<file path="src/rtl/rsa_packet_tx.sv">
// RSA result packet transmitter: header then payload, MSB byte first,
// each byte sent as an 8N1 UART frame at BAUD_RATE.
module rsa_packet_tx #(
  parameter int CLOCK_FREQ   = 100_000_000,
  parameter int BAUD_RATE    = 12_000_000,
  parameter int HEADER_SIZE  = 32,
  parameter int MESSAGE_SIZE = 64
) (
  input  logic                    clk_in,
  input  logic                    rst_in,
  input  logic [HEADER_SIZE-1:0]  header_in,
  input  logic [MESSAGE_SIZE-1:0] data_in,
  input  logic                    valid_in,
  output logic                    busy_out,
  output logic                    done_out,
  output logic                    uart_txd
);

  localparam int BAUD_PERIOD = CLOCK_FREQ / BAUD_RATE;
  localparam int PW          = HEADER_SIZE + MESSAGE_SIZE;
  localparam int NBYTES      = PW / 8;
  localparam int BW          = $clog2(BAUD_PERIOD);
  localparam int YW          = $clog2(NBYTES);

  localparam logic [BW-1:0] BAUD_LAST = BW'(BAUD_PERIOD - 1);
  localparam logic [YW-1:0] BYTE_LAST = YW'(NBYTES - 1);

  typedef enum logic [1:0] {
    IDLE,
    START,
    DATA,
    STOP
  } state_t;

  state_t          state_q, state_d;
  logic [BW-1:0]   baud_q, baud_d;
  logic [2:0]      bit_q, bit_d;
  logic [YW-1:0]   byte_q, byte_d;
  logic [PW-1:0]   shreg_q, shreg_d;
  logic            txd_q, txd_d;
  logic            done_q, done_d;
  logic            tick;
  logic [7:0]      cur_byte;

  assign tick = (baud_q == BAUD_LAST);

  always_comb begin
    state_d = state_q;
    baud_d  = '0;
    bit_d   = bit_q;
    byte_d  = byte_q;
    shreg_d = shreg_q;
    done_d  = 1'b0;
    if (state_q != IDLE) begin
      baud_d = tick ? '0 : baud_q + 1'b1;
    end
    unique case (state_q)
      IDLE: begin
        if (valid_in) begin
          shreg_d = {header_in, data_in};
          state_d = START;
          bit_d   = '0;
          byte_d  = '0;
        end
      end
      START: begin
        if (tick) begin
          state_d = DATA;
          bit_d   = '0;
        end
      end
      DATA: begin
        if (tick) begin
          if (bit_q == 3'd7) begin
            state_d = STOP;
          end else begin
            bit_d = bit_q + 3'd1;
          end
        end
      end
      STOP: begin
        if (tick) begin
          if (byte_q == BYTE_LAST) begin
            state_d = IDLE;
            done_d  = 1'b1;
          end else begin
            state_d = START;
            byte_d  = byte_q + 1'b1;
            shreg_d = shreg_q << 8;
          end
        end
      end
      default: state_d = IDLE;
    endcase
  end

  // Line level is derived from the next state so uart_txd stays registered.
  assign cur_byte = shreg_d[PW-1 -: 8];

  always_comb begin
    txd_d = 1'b1;
    unique case (state_d)
      START:   txd_d = 1'b0;
      DATA:    txd_d = cur_byte[bit_d];
      default: txd_d = 1'b1;
    endcase
  end

  always_ff @(posedge clk_in) begin
    if (rst_in) begin
      state_q <= IDLE;
      baud_q  <= '0;
      bit_q   <= '0;
      byte_q  <= '0;
      shreg_q <= '0;
      txd_q   <= 1'b1;
      done_q  <= 1'b0;
    end else begin
      state_q <= state_d;
      baud_q  <= baud_d;
      bit_q   <= bit_d;
      byte_q  <= byte_d;
      shreg_q <= shreg_d;
      txd_q   <= txd_d;
      done_q  <= done_d;
    end
  end

  assign busy_out = (state_q != IDLE);
  assign done_out = done_q;
  assign uart_txd = txd_q;

endmodule

</file>
<file path="config.mk">
export PLATFORM = sky130hd
export DESIGN_NAME = rsa_packet_tx
export DESIGN_NICKNAME = d
export VERILOG_FILES = /design/src/rtl/rsa_packet_tx.sv
export SDC_FILE = /design/constraint.sdc
export NUM_CORES = 1
export LEC_CHECK = 0
export ABC_AREA = 0
export ABC_CLOCK_PERIOD_IN_PS = 4400
export CORE_MARGIN = 5
export CORE_UTILIZATION = 54
export CTS_CLUSTER_DIAMETER = 120
export DETAILED_ROUTE_END_ITERATION = 10
export PLACE_DENSITY = 0.85
export SYNTH_ARGS = -nofsm -noshare
export SYNTH_HDL_FRONTEND = slang
export SYNTH_SLANG_ARGS = --single-unit
</file>
<file path="constraint.sdc">
create_clock -name clk_in -period 4.4 [get_ports clk_in]
set_input_delay 1.1 -clock clk_in [delete_from_list [all_inputs] [get_ports clk_in]]
set_output_delay 1.1 -clock clk_in [all_outputs]
set_load 0.05 [all_outputs]
</file>
# Yosys cells after proc, flatten, opt, wreduce, memory -nomap -nowiden
# Cells that the tools add are included.
# word_totals
reg_bits	110
output_inout_bits	3
elab_cells	56
# classes
addsub	3
magnitude_cmp	1
eq_ne	11
mux	24
n_bitwise	3
reduce_logical	6
# ops
cell	count
$mux W96	3
$pmux W96 S2	1
$mux W3	4
$mux W4	3
$mux W2	5
$pmux W3 S3	1
$pmux W2 S4	1
$pmux W4 S2	1
$add A3 B1 Y3 const B	2
$eq A2 B2 Y1 const B	3
$eq A3 B3 Y1 const B	2
$ne A2 B2 Y1 const B	3
$reduce_or A3 Y1	2
$add A4 B1 Y4 const B	1
$eq A2 B1 Y1 const B	2
$eq A4 B4 Y1 const B	1
$lt A3 B4 Y1 const B	1
$reduce_and A4 Y1	1
$reduce_bool A2 Y1	2
$bmux W1 S3	1
$mux W1	3
$not A1 Y1	3
$logic_not A2 Y1	1
$pmux W1 S2	1

# Depth between registers and ports, before layout
# depth
word_depth	7
mapped_depth	11

# Worst setup path before layout
# Ideal clock, no wire load.
# synth_path
kind	register to register
from	register state_q[0]
to	register shreg_q[25]
setup_ps	128
t_arrival_ps	2333
required_ps	4272
slack_ps	1939
path_stages_with_launch	11
path_buffers	3
cell_sequence	dfxtp_1 -> inv_1 -> ha_1 -> buf_2 -> inv_1 -> a21boi_0 -> or2_2 -> buf_2 -> buf_2 -> a222oi_1 -> nor2_1
# synth_via
elab_chain_len	3
word_cells_on_any_way	8
# synth_rtl
item	line_no	source
start: declaration	35	state_t state_q, state_d;
start signal: assignment	119	state_q <= state_d;
$eq A2 B2 Y1 or $logic_not A2 Y1 (tied branches)	57	unique case (state_q)
$ne A2 B2 Y1 (no line) or $reduce_bool A2 Y1 (tied branches)	n/a	
$reduce_and A4 Y1 (no line)	n/a	
end signal: assignment	123	shreg_q <= shreg_d;
end: declaration	39	logic [PW-1:0] shreg_q, shreg_d;
# Several ways; a longest one is shown, not always the timed one.
# A chain may end at the register's enable or synchronous reset.

# Final worst setup path
# layout_path
from	register state_q[0]
to	output busy_out
# layout_via
elab_chain_len	1
# layout_rtl
item	line_no	source
$reduce_bool A2 Y1	129	assign busy_out = (state_q != IDLE);
end: declaration	14	output logic busy_out,
# No other way between the ends.

==> results by group <==
Drt
  • Remaining DRCs: 0
  • Via density: 6.34
  • WL final: 11600 um
  • Routed len/inst: 18.2 um
  • Iteration-0 DRC Markers: 459
  • Vias: 4033
  • ANT nets after route: 0
  • DRT Pass-1 Iters: 10

Cells and area
  • Commonest cells after routing, fill and taps aside: dfxtp_1, nor2_1, clkdlybuf4s50_1, a222oi_1, a22oi_1
  • NumNets Final: 635
  • Synth-to-layout area growth: 27.1%
  • Final core occ: 69.4%
  • Layout cell share with drive strength beyond 1: 5.08%
  • Post-Layout Cell Count: 636
  • Diode count: 0
  • Most common cell after layout, fill and taps aside: dfxtp_1

Synthesis
  • Post-synth EDFFs: 0
  • Post-synthesis cell area: 4420 um2
  • Syn_area_per_cell: 9.75 um2
  • Yosys cell types: 46
  • Top FF cell, synth: dfxtp_1
  • Post-synthesis sequential area ratio: 49.8%
  • Synthesized net count: 562
  • Synth warn: 0
  • Register bit total from synthesis: 110
  • Asr flop ratio synth: 0%
  • Post-Synthesis Cells: 453

Placed design
  • Dpl hpwl: 7800 um
  • Gpl congestion: 0.881
  • IO buf count: 101
  • Placed Cells: 620

Hold path
  • Worst min path class: flip-flop to flip-flop

Power
  • Peak supply drop: 0.000357 V
  • Leak Pwr: 2.07 nW
  • Overall power: 3.25 mW
  • Power Density: 578 nW/um2

Global route
  • Largest net degree at the start of global routing: 109
  • Initial antenna violation count: 0
  • Vias in the first global route: 3980
  • Grt ovf: 0
  • First-pass GRT wire length: 18800 um
  • GR Util All Layers: 23.1%

Clock network
  • Cts hold-fix bufs: 0
  • CTS buffer count: 9
  • Clock sinks: 110
  • H-tree levels: 3
  • CTS Buffer Depth: 2
  • Later-pin clock latency in the skew report: 0.37 ns
  • Post-cts resize count: 0
  • CTS tree: yes
  • Reg clk slew, reported paths: 0.10 ns
  • Post-CTS setup buffer count: 0
  • Root buf cell: clkbuf_8

Die
  • Width of the die: 100 um
  • # IOs: 102
  • DIE AREA: 10100 um2
  • Row count: 33
  • Die Ht: 100 um
  • CORE AREA: 8090 um2
  • Starting Density: 54.6%

Critical path
  • Critical Path Sink Type: output pin
  • Most used cell, CP: inv_1
  • CP max stage cell: clkdlybuf4s50_1
  • Setup Crit Path Kind: flip-flop to output pin
  • Worst path required time: 3.30 ns
  • Arr. time, crit path: 2.21 ns
  • Crit path launch type: flip-flop
  • Largest stage delay, worst path: 0.82 ns
  • CP Cell Sequence: inv_1 -> ha_1 -> inv_1 -> clkdlybuf4s50_1
  • Critical path peak fanout: 10

Timing
  • Peak Freq: 302 MHz
  • Final hold viol count: 0
  • Slew margin rel.: 27.4%
  • Setup TNS: 0 ns
  • Worst Hold Slack: 0.443 ns
  • Slew of the pin with the lowest slew margin: 1.09 ns
  • Final cycle utilization of the critical path: 75.2%
  • Final setup fails: 0
  • Final min period: 3.31 ns
  • Max-slew violation count: 0
  • RSZ-0062 raised after global routing: false
  • Clock Skews: 0.00992 ns

Run status
  • Status: completed

Flow run
  • Max-cap violations: 0
registers in the layout (all words and copies together) (netlist names):
signal    count
baud_q        3
bit_q         3
byte_q        4
done_out      1
shreg_q      96
state_q       2
uart_txd      1
critical path, delay by kind of cell, from the launching register on:
| kind | cells | cell delay, ns |
|---|---|---|
| adder cells (fa/ha/maj) | 1 | 0.32 |
| buffers and inverters | 3 | 1.07 |
| flip-flops | 1 | 0.46 |
stage by stage:
| stage | area [um2] | worst slack, ns |
|---|---|---|
| floorplan | 4420 | 1.94 |
| global placement | 5430 | 1.15 |
| detailed placement | 5430 | 1.04 |
| CTS | 5610 | 1.08 |
| global route | 5610 | 0.953 |
| finish | 5610 | 1.09 |
cells in the mapped netlist (3+ instances only):
master | instances | area (um2)
nand2_1 | 10 | 37.5
a222oi_1 | 81 | 811
a21oi_1 | 6 | 30.0
nor2_1 | 108 | 405
inv_1 | 3 | 11.3
nand2b_1 | 4 | 25.0
a31oi_1 | 6 | 37.5
clkbuf_1 | 28 | 105
buf_2 | 15 | 75.1
dfxtp_1 | 110 | 2200
ha_1 | 10 | 125
o22ai_1 | 3 | 18.8
nor2b_1 | 8 | 50.1
a32o_1 | 4 | 40.0
a22oi_1 | 12 | 90.1
and2_1 | 3 | 18.8
nor3_1 | 4 | 20.0
per-layer routing:
layer | share of wire (%) | vias up | track usage, %
met5 | 0 | - | 0
met4 | 1.3 | 0 | 5.39
met3 | 7.4 | 11 | 7.47
met2 | 51 | 153 | 40.1
met1 | 41 | 1946 | 27.9
li1 | - | 1923 | -
final timing paths:
check                         from                        to  cells past startpoint  slack, ns
min reg2reg   baud_q[0]$_SDFF_PP0_      baud_q[0]$_SDFF_PP0_                      1       0.44
max reg2reg  state_q[0]$_SDFF_PP0_  shreg_q[44]$_SDFFE_PP0P_                      8       1.75
max          state_q[0]$_SDFF_PP0_                  busy_out                      4       1.09
min           baud_q[0]$_SDFF_PP0_      baud_q[0]$_SDFF_PP0_                      1       0.44
layout make-up:
cell class | count | area (um2)
clock inverter | 7 | 58.8
clock buffer | 9 | 124
inverter | 3 | 11.3
fill | 646 | 2480
timing repair buffer | 105 | 1050
multi-input combinational | 297 | 2040
sequential | 110 | 2200
tap | 105 | 131
kinds of logic (layout without fill, tap and decap cells):
group	Yosys count	in the layout	share of synthesized area (%)
and+or+nand+nor	153	153	15.2
AOI/OAI and AO/OA	130	130	27.0
DFF	110	110	49.8
buffers and inverters	46	124	4.33
adders and majority gates	10	10	2.83
xor gates and xnor gates	2	2	0.397
muxes	2	2	0.453
power by group:
part	switching (mW)	internal, mW	total (mW)
Clock	0.349	0.213	0.562
Sequential	0.147	1.24	1.39
Combinational	0.730	0.567	1.30
Total	1.23	2.02	3.25
Power figures use the tool's default switching activity.
